==> src/rtl/riscv_wb_arbiter.sv <==
// riscv_wb_arbiter
//   Write-back arbiter for the register-file write port. ALU results take the
//   port unconditionally; load results are byte/half extended on acceptance and
//   either written directly or queued in a small in-order FIFO. A queued load
//   whose destination is overwritten by a later ALU write is killed, so
//   write-after-write order is preserved. Writes to x0 are never issued.
//
//   Ports
//     clk, rst_n                    clock, synchronous active-low reset
//     i_alu_valid/rd/data           ALU result (no backpressure)
//     i_mem_valid, o_mem_ready      load-result handshake
//     i_mem_rd/funct3/addr_lo/data  load destination, type, byte offset, raw word
//     o_we/o_waddr/o_wdata          registered register-file write port
//     o_busy_mask                   one bit per register with a live queued load
module riscv_wb_arbiter #(
  parameter int DEPTH = 4
) (
  input  logic        clk,
  input  logic        rst_n,
  input  logic        i_alu_valid,
  input  logic [4:0]  i_alu_rd,
  input  logic [31:0] i_alu_data,
  input  logic        i_mem_valid,
  output logic        o_mem_ready,
  input  logic [4:0]  i_mem_rd,
  input  logic [2:0]  i_mem_funct3,
  input  logic [1:0]  i_mem_addr_lo,
  input  logic [31:0] i_mem_data,
  output logic        o_we,
  output logic [4:0]  o_waddr,
  output logic [31:0] o_wdata,
  output logic [31:0] o_busy_mask
);

  localparam int AW = $clog2(DEPTH);
  localparam int PW = AW + 1;

  // FIFO storage; ent_vld marks occupied slots that have not been killed
  logic [4:0]       ent_rd   [DEPTH];
  logic [31:0]      ent_data [DEPTH];
  logic [DEPTH-1:0] ent_vld;
  logic [PW-1:0]    wr_ptr, rd_ptr;

  logic             we_p1;
  logic [4:0]       waddr_p1;
  logic [31:0]      wdata_p1;
  logic [31:0]      busy_p1;

  function automatic logic [31:0] load_extend(input logic [2:0]  funct3,
                                              input logic [1:0]  addr_lo,
                                              input logic [31:0] word);
    logic signed [7:0]  b;
    logic signed [15:0] h;
    logic [31:0]        r;
    case (addr_lo)
      2'd0:    b = word[7:0];
      2'd1:    b = word[15:8];
      2'd2:    b = word[23:16];
      default: b = word[31:24];
    endcase
    h = addr_lo[1] ? word[31:16] : word[15:0];
    case (funct3)
      3'b000:  r = {{24{b[7]}}, b};
      3'b001:  r = {{16{h[15]}}, h};
      3'b100:  r = {24'd0, b};
      3'b101:  r = {16'd0, h};
      default: r = word;
    endcase
    return r;
  endfunction

  logic             fifo_full, fifo_empty;
  logic [AW-1:0]    head_idx, tail_idx;
  logic             alu_take, accept, keep_load, bypass, push, pop;
  logic             head_live, head_dead;
  logic [31:0]      load_data;
  logic             we_p0;
  logic [4:0]       waddr_p0;
  logic [31:0]      wdata_p0;
  logic [DEPTH-1:0] vld_nxt;
  logic [31:0]      busy_p0;
  logic [4:0]       rd_nxt;

  assign fifo_empty  = (wr_ptr == rd_ptr);
  assign fifo_full   = (wr_ptr[AW] != rd_ptr[AW]) && (wr_ptr[AW-1:0] == rd_ptr[AW-1:0]);
  assign head_idx    = rd_ptr[AW-1:0];
  assign tail_idx    = wr_ptr[AW-1:0];
  assign o_mem_ready = !fifo_full;

  // Stage p0: port selection, FIFO push/pop/kill decisions
  always_comb begin
    alu_take  = i_alu_valid && (i_alu_rd != 5'd0);
    accept    = i_mem_valid && !fifo_full;
    load_data = load_extend(i_mem_funct3, i_mem_addr_lo, i_mem_data);
    head_live = !fifo_empty && ent_vld[head_idx];
    head_dead = !fifo_empty && !ent_vld[head_idx];
    // A load racing an ALU write to the same rd is already stale
    keep_load = accept && (i_mem_rd != 5'd0) &&
                !(alu_take && (i_mem_rd == i_alu_rd));
    bypass    = keep_load && !alu_take && fifo_empty;
    push      = keep_load && !bypass;
    // Killed heads are discarded even while the ALU holds the port
    pop       = head_dead || (head_live && !alu_take);

    we_p0    = 1'b0;
    waddr_p0 = 5'd0;
    wdata_p0 = 32'd0;
    if (alu_take) begin
      we_p0    = 1'b1;
      waddr_p0 = i_alu_rd;
      wdata_p0 = i_alu_data;
    end else if (head_live) begin
      we_p0    = 1'b1;
      waddr_p0 = ent_rd[head_idx];
      wdata_p0 = ent_data[head_idx];
    end else if (bypass) begin
      we_p0    = 1'b1;
      waddr_p0 = i_mem_rd;
      wdata_p0 = load_data;
    end

    vld_nxt = ent_vld;
    busy_p0 = 32'd0;
    for (int i = 0; i < DEPTH; i++) begin
      if (alu_take && (ent_rd[i] == i_alu_rd)) vld_nxt[i] = 1'b0;
      if (pop && (head_idx == AW'(i)))         vld_nxt[i] = 1'b0;
      if (push && (tail_idx == AW'(i)))        vld_nxt[i] = 1'b1;
      rd_nxt = (push && (tail_idx == AW'(i))) ? i_mem_rd : ent_rd[i];
      if (vld_nxt[i]) busy_p0[rd_nxt] = 1'b1;
    end
  end

  // Stage p1: registered write port, FIFO control state and busy mask
  always_ff @(posedge clk) begin
    if (!rst_n) begin
      we_p1    <= 1'b0;
      waddr_p1 <= 5'd0;
      wdata_p1 <= 32'd0;
      busy_p1  <= 32'd0;
      ent_vld  <= '0;
      wr_ptr   <= '0;
      rd_ptr   <= '0;
    end else begin
      we_p1    <= we_p0;
      waddr_p1 <= waddr_p0;
      wdata_p1 <= wdata_p0;
      busy_p1  <= busy_p0;
      ent_vld  <= vld_nxt;
      if (push) wr_ptr <= wr_ptr + PW'(1);
      if (pop)  rd_ptr <= rd_ptr + PW'(1);
    end
  end

  always_ff @(posedge clk) begin
    if (push) begin
      ent_rd[tail_idx]   <= i_mem_rd;
      ent_data[tail_idx] <= load_data;
    end
  end

  assign o_we        = we_p1;
  assign o_waddr     = waddr_p1;
  assign o_wdata     = wdata_p1;
  assign o_busy_mask = busy_p1;

endmodule
==> config.mk <==
export PLATFORM = sky130hd
export DESIGN_NAME = riscv_wb_arbiter
export DESIGN_NICKNAME = d
export VERILOG_FILES = /design/src/rtl/riscv_wb_arbiter.sv
export SDC_FILE = /design/constraint.sdc
export NUM_CORES = 1
export LEC_CHECK = 0
export CORE_MARGIN = 10
export CORE_UTILIZATION = 55
export DETAILED_ROUTE_END_ITERATION = 12
export PLACE_DENSITY = 0.8
export SETUP_SLACK_MARGIN = 0.05
export SYNTH_ARGS = -nofsm -noshare
export SYNTH_HDL_FRONTEND = slang
export SYNTH_SLANG_ARGS = --single-unit
==> constraint.sdc <==
create_clock -name clk -period 3.2 [get_ports clk]
set_input_delay 0.48 -clock clk [delete_from_list [all_inputs] [get_ports clk]]
set_output_delay 0.48 -clock clk [all_outputs]
set_load 0.005 [all_outputs]
==> reports/qor.yml <==
whs_path_depth: 3
cp_slowest_cell: "a2111oi_0"
design_power_total_w: 0.009417
crit_fanout: 6
synth_cell_types: 50
synth-edff-count: 148
nets: 1146
max_clock_freq_mhz: 345.9
path_common_cell: "buf_4"
port_buffers: 153
post_cts_resized: 0
grt_pass1_wl_mm: 48.69
met2_usage_pct: 37.80
place_area_um2: 13370
area_delta_synth_final_pct: 28.91
cp.arrival_ns: 3.35
hold_start: "rst_n"
grt_max_degree: 82
slew_headroom_pct: 31.91
cts_setup_buffers: 0
ys_ff_latch: 230
antenna_left: 0
core_um2: 19590
vias: 8493
wirelength_mm: 31.06
critPathMaxStageDelay_ns: 0.60
layout_commonest_cell: "clkdlybuf4s50_1"
reg2reg_slack_ns: 0.44
cts_root_buf: "clkbuf_16"
critical_path_class: "input port to flip-flop"
fin_skew_ns: 0.02539
clock-sinks: 230
gp_congestion: 0.9192
overflow: 0
gr-usage-met3_pct: 5.897
netlist.area_leader.share_pct: 40.42
wl_per_cell_um: 23.21
final_core_util_pct: 72.34
rsz0062_at_grt: "no"
fillers: 1327
rows: 51
fin_crit_ns: 2.891
cts_tree: "built"
dr.pass1.iters: 5
cts_max_level: 1
fin_setup_tns_ns: 0
cp-start-kind: "input port"
gr-max-usage-layer: "met2"
antenna_found_initial: 0
finalSetupViolations: 0
syn_inst: 853
syn_area_um2: 10990
routed_via_density: 6.348
rr_worst_depth: 9
die_w_um: 161.4
r2r-start: "ent_rd[0][2]"
drtIter0Drc: 843
final_layout_size_suffix_gt1_share_pct: 19.76
dp_hpwl_mm: 21.14
diodes: 0
power.density_nw_per_um2: 664.4
mostFrequentLayoutCells: "clkdlybuf4s50_1 (152), edfxtp_1 (148), dfxtp_1 (81), buf_4 (81), o22ai_1 (64)"
path_cells: "clkdlybuf4s50_1 -> or4_4 -> o21ai_4 -> nor4_1 -> a2111oi_0 -> buf_4 -> mux2i_2 -> buf_4 -> o22ai_1 -> o21a_1"
hp-class: "input port to flip-flop"
yosysSeqAreaShare_pct: 55.35
drv_slew: 0
p_leak_nw: 4.763
synth_area_per_cell_um2: 12.89
clk_pin_slew_ns: 0.07
grt.met1_usage_pct: 29.80
remaining_drc_errors: 0
grt_usage_pct: 23.09
fin_area_um2: 14170
synthTopCellsByArea: "edfxtp_1 (40%), dfxtp_1 (15%), mux4_2 (7.8%), o22ai_1 (3.6%), nor3b_1 (3.6%)"
clock_path_buffers: 3
grt_pass1_vias: 8626
die-height_um: 161.4
async_flop_share_pct: 0
yosys_most_used_dff: "edfxtp_1"
pin_count: 154
critPathCaptureType: "flip-flop"
clk_latency_ns: 0.54
drv_cap: 0
fin_crit_sh_pct: 90.34
status: "complete, no violations"
die_area_um2: 26050
worstMarginPinSlew_ns: 1.014
r2r_end: "o_busy_mask[0]"
ir_drop_mv: 0.4999
hold_path_end: "ent_vld[0]"
worstPathRequired_ns: 3.66
hold_viol_final: 0
ctsHoldBuffers: 0
numCtsBuffers: 24
ys_warn_count: 0
floorplan.initialDensity_pct: 56.12
synth_top_area_cell: "edfxtp_1"
synth_fp_nets: 944
-- area by class of cell --
type                    count  area, um2  share of cell area, %
flip-flops and latches    230       6087                  42.95
multi-input cells         544       4574                  32.28
repair buffers            244       2335                  16.47
clock buffers              36      716.9                  5.059
well taps                 265      331.6                  2.340
clock inverters             8      86.33                 0.6092
inverters                  11      41.29                 0.2913
-- cell usage after synthesis (all sizes together) (2+ instances only) --
| library cell | number |
|---|---|
| clkbuf | 47 |
| nor4 | 4 |
| o21a | 37 |
| and2 | 7 |
| nand2 | 52 |
| a211oi | 4 |
| a221oi | 37 |
| a211o | 2 |
| o21ai | 12 |
| nand3b | 11 |
| mux2i | 37 |
| nor2 | 51 |
| ha | 8 |
| a22oi | 7 |
| nand2b | 4 |
| nor3 | 7 |
| xnor2 | 22 |
| nor3b | 52 |
| inv | 11 |
| xor2 | 10 |
| dfxtp | 82 |
| edfxtp | 148 |
| a21boi | 2 |
| nand3 | 14 |
| nor2b | 8 |
| mux4 | 38 |
| mux2 | 20 |
| and3b | 2 |
| buf | 21 |
| a2111oi | 16 |
| a221o | 7 |
| o22ai | 65 |
-- worst max-delay path, delay by kind of cell --
family | cells | cell delay, ns
AOI/OAI and AO/OA | 4 | 1.22
buffers and inverters | 3 | 0.82
and+or+nand+nor | 2 | 0.76
muxes | 1 | 0.07
-- report_power, final --
part / leakage, nW / internal [W] / total (W) / switching (W)
sequential: 2.03 / 0.00359 / 0.00381 / 0.000216
combinational: 2.34 / 0.00136 / 0.00284 / 0.00148
clock: 0.393 / 0.00164 / 0.00278 / 0.00114
-- how the worst max path moves through the flow --
stage | depth (start not counted) | start | slack (ns) | endpoint
4_1_cts | 10 | i_alu_rd[1] | 0.39 | o_busy_mask[0]
3_5_place_dp | 10 | i_alu_rd[1] | -0.11 | o_busy_mask[0]
3_3_place_gp | 11 | i_alu_rd[1] | -0.008 | o_busy_mask[4]
5_1_grt | 10 | i_alu_rd[1] | 0.20 | o_busy_mask[4]
2_1_floorplan | 9 | i_alu_rd[2] | 0.27 | o_busy_mask[10]
6_report | 10 | i_alu_rd[1] | 0.31 | o_busy_mask[0]
-- routing by layer --
metal	wire length [um]	vias to the layer above
li1	-	3752
met1	12100	4177
met2	15010	481
met3	3085	83
met4	852	0
met5	0	-
-- sequential cells by signal, indices dropped and copies added, names as in the netlist, named ones only --
signal / flops
ent_data: 128
ent_rd: 20
ent_vld: 4
o_we: 1
rd_ptr: 3
o_waddr: 5
o_wdata: 32
wr_ptr: 3
o_busy_mask: 32
-- per-stage QoR --
stage / cells / setup WS, ns / hold slack (ns)
6_report: 1338 / 0.3090 / 0.4560
5_1_grt: 1338 / 0.1982 / 0.4630
4_1_cts: 1338 / 0.3911 / 0.4497
3_5_place_dp: 1294 / -0.1139 / 0.6093
3_3_place_gp: 1294 / -0.008288 / 0.5576
2_1_floorplan: 853 / 0.2744 / 0.5150
-- cells by family (layout without fill, tap and decap cells) --
| kind of cell | Yosys count | count (layout) | synth area share, % |
|---|---|---|---|
| compound gates | 195 | 195 | 13.41 |
| xor+xnor | 32 | 32 | 2.549 |
| fa+ha+maj | 8 | 8 | 0.9105 |
| buf+inv | 79 | 299 | 3.152 |
| flops | 230 | 230 | 55.35 |
| mux | 95 | 95 | 13.95 |
| simple gates | 214 | 214 | 10.67 |
No activity file was read; power rests on OpenSTA's default activity.
